<file path="config.mk">
export PLATFORM = sky130hd
export DESIGN_NAME = wb_result_mux
export DESIGN_NICKNAME = d
export VERILOG_FILES = /design/src/rtl/wb_result_mux_pkg.sv /design/src/rtl/wb_result_mux_load_extend.sv /design/src/rtl/wb_result_mux.sv
export SDC_FILE = /design/constraint.sdc
export NUM_CORES = 1
export LEC_CHECK = 0
export BUFFER_PORTS_ARGS = -buffer_cell sky130_fd_sc_hd__buf_2
export CAP_MARGIN = 20
export CORE_MARGIN = 5
export CORE_UTILIZATION = 40
export CTS_CLUSTER_DIAMETER = 60
export DETAILED_ROUTE_END_ITERATION = 12
export PLACE_DENSITY = 0.75
export SKIP_CTS_REPAIR_TIMING = 1
export SYNTH_ARGS = -nofsm -noshare
export SYNTH_HDL_FRONTEND = slang
export SYNTH_SLANG_ARGS = --single-unit
</file>
<file path="constraint.sdc">
create_clock -name clk -period 4.8 [get_ports clk]
set_input_delay 0.72 -clock clk [delete_from_list [all_inputs] [get_ports clk]]
set_output_delay 0.72 -clock clk [all_outputs]
set_load 0.02 [all_outputs]
</file>
<file path="src/rtl/wb_result_mux_pkg.sv">
// rtl/wb_result_mux_pkg.sv - shared widths, select encodings, load codes and FSM states
package wb_result_mux_pkg;

  localparam int XLEN = 32;

  localparam logic [1:0] WB_ALU = 2'd0;
  localparam logic [1:0] WB_MEM = 2'd1;
  localparam logic [1:0] WB_PC4 = 2'd2;
  localparam logic [1:0] WB_IMM = 2'd3;

  localparam logic [2:0] F3_LB  = 3'b000;
  localparam logic [2:0] F3_LH  = 3'b001;
  localparam logic [2:0] F3_LW  = 3'b010;
  localparam logic [2:0] F3_LBU = 3'b100;
  localparam logic [2:0] F3_LHU = 3'b101;

  typedef enum logic {
    S_IDLE,
    S_WAIT_MEM
  } wb_state_e;

endpackage

</file>
<file path="src/rtl/wb_result_mux_load_extend.sv">
// rtl/wb_result_mux_load_extend.sv - load lane select plus sign/zero extension
module load_extend
  import wb_result_mux_pkg::*;
(
  input  logic [XLEN-1:0] rdata_i,
  input  logic [1:0]      addr_i,
  input  logic [2:0]      funct3_i,
  output logic [XLEN-1:0] data_o
);

  logic [7:0]  byte_v;
  logic [15:0] half_v;

  always_comb begin
    byte_v = rdata_i[7:0];
    case (addr_i)
      2'd0:    byte_v = rdata_i[7:0];
      2'd1:    byte_v = rdata_i[15:8];
      2'd2:    byte_v = rdata_i[23:16];
      default: byte_v = rdata_i[31:24];
    endcase
    // addr[0] is deliberately ignored for halfwords
    half_v = addr_i[1] ? rdata_i[31:16] : rdata_i[15:0];
  end

  always_comb begin
    data_o = rdata_i;
    case (funct3_i)
      F3_LB:   data_o = {{(XLEN-8){byte_v[7]}}, byte_v};
      F3_LH:   data_o = {{(XLEN-16){half_v[15]}}, half_v};
      F3_LBU:  data_o = {{(XLEN-8){1'b0}}, byte_v};
      F3_LHU:  data_o = {{(XLEN-16){1'b0}}, half_v};
      default: data_o = rdata_i;
    endcase
  end

endmodule

</file>
<file path="src/rtl/wb_result_mux.sv">
// rtl/wb_result_mux.sv - writeback result select with variable-latency load wait
module wb_result_mux
  import wb_result_mux_pkg::*;
(
  input  logic            clk,
  input  logic            rst_n,
  input  logic            in_valid,
  output logic            in_ready,
  input  logic [1:0]      wb_sel,
  input  logic            reg_write,
  input  logic [4:0]      rd,
  input  logic [2:0]      funct3,
  input  logic [XLEN-1:0] alu_result,
  input  logic [XLEN-1:0] pc,
  input  logic [XLEN-1:0] immediate,
  input  logic            mem_rvalid,
  input  logic [XLEN-1:0] mem_rdata,
  output logic            rf_we,
  output logic [4:0]      rf_waddr,
  output logic [XLEN-1:0] rf_wdata,
  output logic            busy
);

  wb_state_e       state_q, state_d;
  logic [4:0]      ld_rd_q, ld_rd_d;
  logic            ld_we_q, ld_we_d;
  logic [2:0]      ld_f3_q, ld_f3_d;
  logic [1:0]      ld_addr_q, ld_addr_d;
  logic            rf_we_q, rf_we_d;
  logic [4:0]      rf_waddr_q, rf_waddr_d;
  logic [XLEN-1:0] rf_wdata_q, rf_wdata_d;
  logic [XLEN-1:0] ld_data;
  logic [XLEN-1:0] src_data;

  load_extend u_load_extend (
    .rdata_i  (mem_rdata),
    .addr_i   (ld_addr_q),
    .funct3_i (ld_f3_q),
    .data_o   (ld_data)
  );

  always_comb begin
    src_data = alu_result;
    case (wb_sel)
      WB_PC4:  src_data = pc + XLEN'(4);
      WB_IMM:  src_data = immediate;
      default: src_data = alu_result;
    endcase
  end

  always_comb begin
    state_d    = state_q;
    ld_rd_d    = ld_rd_q;
    ld_we_d    = ld_we_q;
    ld_f3_d    = ld_f3_q;
    ld_addr_d  = ld_addr_q;
    rf_we_d    = 1'b0;
    rf_waddr_d = rf_waddr_q;
    rf_wdata_d = rf_wdata_q;
    case (state_q)
      S_IDLE: begin
        if (in_valid) begin
          if (wb_sel == WB_MEM) begin
            ld_rd_d   = rd;
            ld_we_d   = reg_write && (rd != 5'd0);
            ld_f3_d   = funct3;
            ld_addr_d = alu_result[1:0];
            state_d   = S_WAIT_MEM;
          end else if (reg_write && (rd != 5'd0)) begin
            rf_we_d    = 1'b1;
            rf_waddr_d = rd;
            rf_wdata_d = src_data;
          end
        end
      end
      S_WAIT_MEM: begin
        if (mem_rvalid) begin
          state_d = S_IDLE;
          if (ld_we_q) begin
            rf_we_d    = 1'b1;
            rf_waddr_d = ld_rd_q;
            rf_wdata_d = ld_data;
          end
        end
      end
      default: state_d = S_IDLE;
    endcase
  end

  // Reset drops any pending load, so a late mem_rvalid finds the FSM in IDLE
  always_ff @(posedge clk or negedge rst_n) begin
    if (!rst_n) begin
      state_q    <= S_IDLE;
      ld_rd_q    <= '0;
      ld_we_q    <= 1'b0;
      ld_f3_q    <= '0;
      ld_addr_q  <= '0;
      rf_we_q    <= 1'b0;
      rf_waddr_q <= '0;
      rf_wdata_q <= '0;
    end else begin
      state_q    <= state_d;
      ld_rd_q    <= ld_rd_d;
      ld_we_q    <= ld_we_d;
      ld_f3_q    <= ld_f3_d;
      ld_addr_q  <= ld_addr_d;
      rf_we_q    <= rf_we_d;
      rf_waddr_q <= rf_waddr_d;
      rf_wdata_q <= rf_wdata_d;
    end
  end

  assign in_ready = (state_q == S_IDLE);
  assign busy     = (state_q == S_WAIT_MEM);
  assign rf_we    = rf_we_q;
  assign rf_waddr = rf_waddr_q;
  assign rf_wdata = rf_wdata_q;

endmodule

</file>
Word-level counts from Yosys, hierarchy flattened --
Cells that the tools add are included.
Cells by class: reductions and logical operators 6, muxes and demuxes 26, bitwise gates (word level) 1, add/sub/neg operators 1, equal/unequal tests 13
Operators by type and width (number):
- 32-bit 2-to-1 mux | 5
- 32-bit case mux with 2 select lines | 2
- 32-bit case mux with 4 select lines | 1
- 32-bit by 3-bit adder with 32-bit output, second input constant | 1
- 5-bit 2-to-1 mux | 5
- 8-bit case mux with 3 select lines | 1
- 16-bit 2-to-1 mux | 1
- 5-bit case mux with 2 select lines | 1
- 1-bit 2-to-1 mux | 8
- 2-bit equality test, second input constant | 3
- 3-bit equality test, second input constant | 2
- 2-bit inequality test, second input constant | 3
- 5-bit AND reduction | 1
- 5-bit nonzero test | 1
- 2-bit by 1-bit equality test with 1-bit output, second input constant | 2
- 2-bit by 1-bit inequality test with 1-bit output, second input constant | 2
- 1-bit case mux with 2 select lines | 2
- 3-bit by 1-bit equality test with 1-bit output, second input constant | 1
- 3-bit zero test | 1
- 3-bit AND reduction | 1
- 2-bit zero test | 1
- 1-bit logical AND | 1
- 1-bit inverter | 1
Storage, ports and cells: register bits after elaboration 50, bits of input ports 143, output and inout bits 40

Logic depth before layout (Yosys ltp) --
depth after elaboration 6, mapped depth 9, mapped depth without buffers 6

Cells and area by module --
From an unflattened synthesis, not the netlist that was laid out.
Second synthesis, totals: cell total of the unflattened synthesis 532, area, all modules 4037.6 um2
Modules (own cells, without submodules):
- wb_result_mux | times used 1, cells each 401, seq. area each 1251.2 um2, area an instance 3314.4 um2
- load_extend | times used 1, cells each 131, seq. area each 0.0 um2, area an instance 723.2 um2

Least setup slack after synthesis --
OpenSTA, ideal clock, no wires.
path type input -> register, start input port rd[3], end register rf_wdata_q[27], in the netlist rf_wdata[27], path buffers 2, cell stages on the path 7, data arrival time 1.994 ns, path slack 2.683 ns, data required time 4.677 ns, cell sequence or4_4 > nor2_1 > o21a_1 > buf_6 > inv_2 > buf_6 > o221a_1
On the way: longest elaborated chain between the ends 4
Ends and longest elaborated chain:
- start, declared | RTL line wb_result_mux.sv:11 | input logic [4:0] rd,
- 5-bit nonzero test | RTL line wb_result_mux.sv:69 | end else if (reg_write && (rd != 5'd0)) begin
- 1-bit logical AND | RTL line wb_result_mux.sv:69
- 2-bit by 1-bit inequality test with 1-bit output (no line)
- 5-bit AND reduction (no line)
- end signal, assigned | RTL line wb_result_mux.sv:109 | rf_wdata_q <= rf_wdata_d;
- end, declared | RTL line wb_result_mux.sv:31 | logic [XLEN-1:0] rf_wdata_q, rf_wdata_d;
Every way passes these cells. A chain may end at the register's enable or synchronous reset.

Final worst setup path --
start register state_q, in the netlist busy, end register rf_wdata_q[30], in the netlist rf_wdata[30]
On the way: longest elaborated chain between the ends 3, elaborated cells between the ends (all ways) 8, classes of those cells eq/ne (5); mux (1); bitwise (1); reduce/logical (1)
Ends and longest elaborated chain:
- start, declared | RTL line wb_result_mux.sv:24 | wb_state_e state_q, state_d;
- start signal, assigned | RTL line wb_result_mux.sv:102 | state_q <= state_d;
- 1-bit inverter (no line)
- 2-bit by 1-bit inequality test with 1-bit output (no line) / 2-bit inequality test (equally long branches)
- 5-bit AND reduction (no line)
Parallel ways exist; a longest one is shown, timed or not.

==> reports/qor.yml <==
status: "finished, final reports clean"
post-route-min-period_ps: 3064
p_sw_uw: 662.3
drc: 0
finalMaxSlewViolations: 0
synthTopCellsByArea: "dfrtp_1, nand2_1, o21ai_0"
power.density_nw_per_um2: 320.1
slew_headroom_pct: 33.47
antenna_found_initial: 0
crit_cells: 6
wl_per_cell_um: 19.23
syn_inst: 496
cp-end-kind: "flop"
rsz0062_at_grt: "false"
hold_ws_ps: 268.1
max_stage_delay_ps: 1010
final_nets: 793
utilization_pct: 51.30
fin_setup_tns_ps: 0
synth.most_common_cell: "nand2_1"
fin_skew_ps: 7.233
cp_cell_sequence: "nand3_1, o21a_1, buf_4, inv_2, o22ai_2, a221oi_2"
synth_edf_count: 0
synth_area_per_cell_um2: 8.027
clkLatencyLatePin_ps: 310
grt_max_degree: 51
setup_viol: 0
p_leak_nw: 2.270
reg2reg_depth: 6
antenna_cells: 0
clock-sinks: 50
globalplace.congestion: 0.9710
ys_seq_area_share_pct: 31.43
dieArea_um2: 12050
switching_share_pct: 41.46
synth_top_area_share_pct: 31.43
regArea_um2: 1251
cts_buffer_depth: 2
place_hpwl_um: 12100
crit_buf_inv: 2
area_growth_pct: 25.36
multi_input_area_um2: 2444
cp_top_family: "flip-flops"
setup_ws_ps: 1736
p_int_uw: 935.3
crit_type: "reg -> reg"
r2r_setup_slack_ps: 1740
syn_nets: 640
layout-drive-gt1-share_pct: 32.31
die_w_um: 109.8
start_util_pct: 40.92
fp.coreArea_um2: 9729
grt_usage_pct: 24.29
fin_crit_sh_pct: 63.83
reg2reg_to: "rf_wdata[30]"
finalHoldViolCount: 0
port_buffers: 182
dr.pass1.iters: 7
power_frac_clock_pct: 19.6
crit_path_start_kind: "flop"
yosys_warnings: 0
numCtsBuffers: 5
synth_common_cells: "nand2_1, dfrtp_1, o21ai_0, a21oi_1, nand3_1"
grt_pass1_wl_um: 22780
ys_seq_elements: 50
clk_pin_slew_ps: 100
peakVddDrop_uv: 125.5
rows: 36
slowest_stage: "dfrtp_1"
cts_max_level: 2
ys.flop_type: "dfrtp_1"
avgViaCountPerCell: 5.911
fmax_mhz: 326.4
dp_slack_ps: 1874
die_h_um: 109.8
tightest_slew_ps: 998.0
syn-cell-area_um2: 3981
vias: 4628
drtAntennaViolNets: 0
crit_arrival_ps: 3270
drt_iter0_markers: 372
hold_path.class: "in -> async"
worstPathMaxFanout: 27
drt-total-wl_um: 15060
grt_pass1_vias: 4356
ys_types: 60
final_area_um2: 4991
yosysTopAreaCell: "dfrtp_1"
comb_power_share_pct: 41.7
required_ps: 5010
ys_async_sr_fraction_pct: 100.0
cap_violations: 0
ios: 183
cts-root-buf: "clkbuf_8"
r2r-start: "busy"
overflow: 0
cts_tree: "yes"
placed_area_um2: 4855
p_seq_share_pct: 38.7
fillers: 995
routing by layer:
layer	global-route usage (%)	vias up	share of wire [%]
met5	0	-	0
met4	6.946	0	2.5
met3	3.406	25	8.5
met2	38.62	256	47
met1	34.37	2165	42
li1	-	2182	-
flip-flops by register name (all words and copies together), names as in the netlist:
| name | flops |
|---|---|
| rf_waddr | 5 |
| rf_we | 1 |
| ld_we_q | 1 |
| ld_f3_q | 3 |
| ld_rd_q | 5 |
| ld_addr_q | 2 |
| busy | 1 |
| rf_wdata | 32 |
power by group through the flow:
stage	registers, mW	logic (mW)	clock network [mW]
floorplan	0.701	0.316	0
global placement	0.623	0.647	0
detailed placement	0.623	0.661	0
CTS	0.616	0.662	0.313
global route	0.630	0.722	0.329
finish	0.618	0.667	0.313
cells in the final DEF (no fill, tap or decap), types with 5 or more instances in the layout:
cell and instances:
buf_2 182, nand2_1 87, dfrtp_1 50, o21ai_0 35, a21oi_1 34, nand3_1 32
a221oi_1 14, nor2_1 13, nand4_1 12, inv_1 12, o22ai_1 12, and3_1 11
mux2i_1 9, and4_1 8, nor3_1 8, nor4_1 8, a22o_1 8, o31a_1 7
o211ai_1 7, a221o_1 7, a211oi_1 7, nand2b_1 6, xnor2_1 6, nor2b_1 6
clkbuf_8 5
through the flow:
| stage | power [mW] | cells |
|---|---|---|
| floorplan | 1.017 | 496 |
| global placement | 1.270 | 774 |
| detailed placement | 1.284 | 774 |
| CTS | 1.592 | 782 |
| global route | 1.681 | 783 |
| finish | 1.598 | 783 |
how the worst max path moves through the flow:
| stage | slack (ps) | end | startpoint |
|---|---|---|---|
| after floorplan | 2680 | rf_wdata[27] | rd[3] |
| after global placement | 2000 | rf_wdata[27] | rd[3] |
| after detailed placement | 1870 | rf_wdata[30] | busy |
| after CTS | 1830 | rf_wdata[30] | busy |
| after global routing | 1510 | rf_wdata[20] | busy |
| final | 1740 | rf_wdata[30] | busy |
cells by family (layout without fill, tap and decap cells):
family	after synthesis	in the layout	share of synthesized area (%)
simple gates	205	205	26.27
flops	50	50	31.43
buf+inv	55	209	7.196
compound gates	161	161	28.63
xor+xnor	10	10	2.200
mux	14	14	3.960
fa+ha+maj	1	1	0.3142
final cells by class:
cell class	count	area share, %
multi-input cells	391	48.96
flip-flops and latches	50	25.07
repair buffers	187	19.25
well taps	133	3.334
clock buffers	5	1.379
inverters	14	1.053
clock inverters	3	0.9526
No activity file was read; power rests on OpenSTA's default activity.
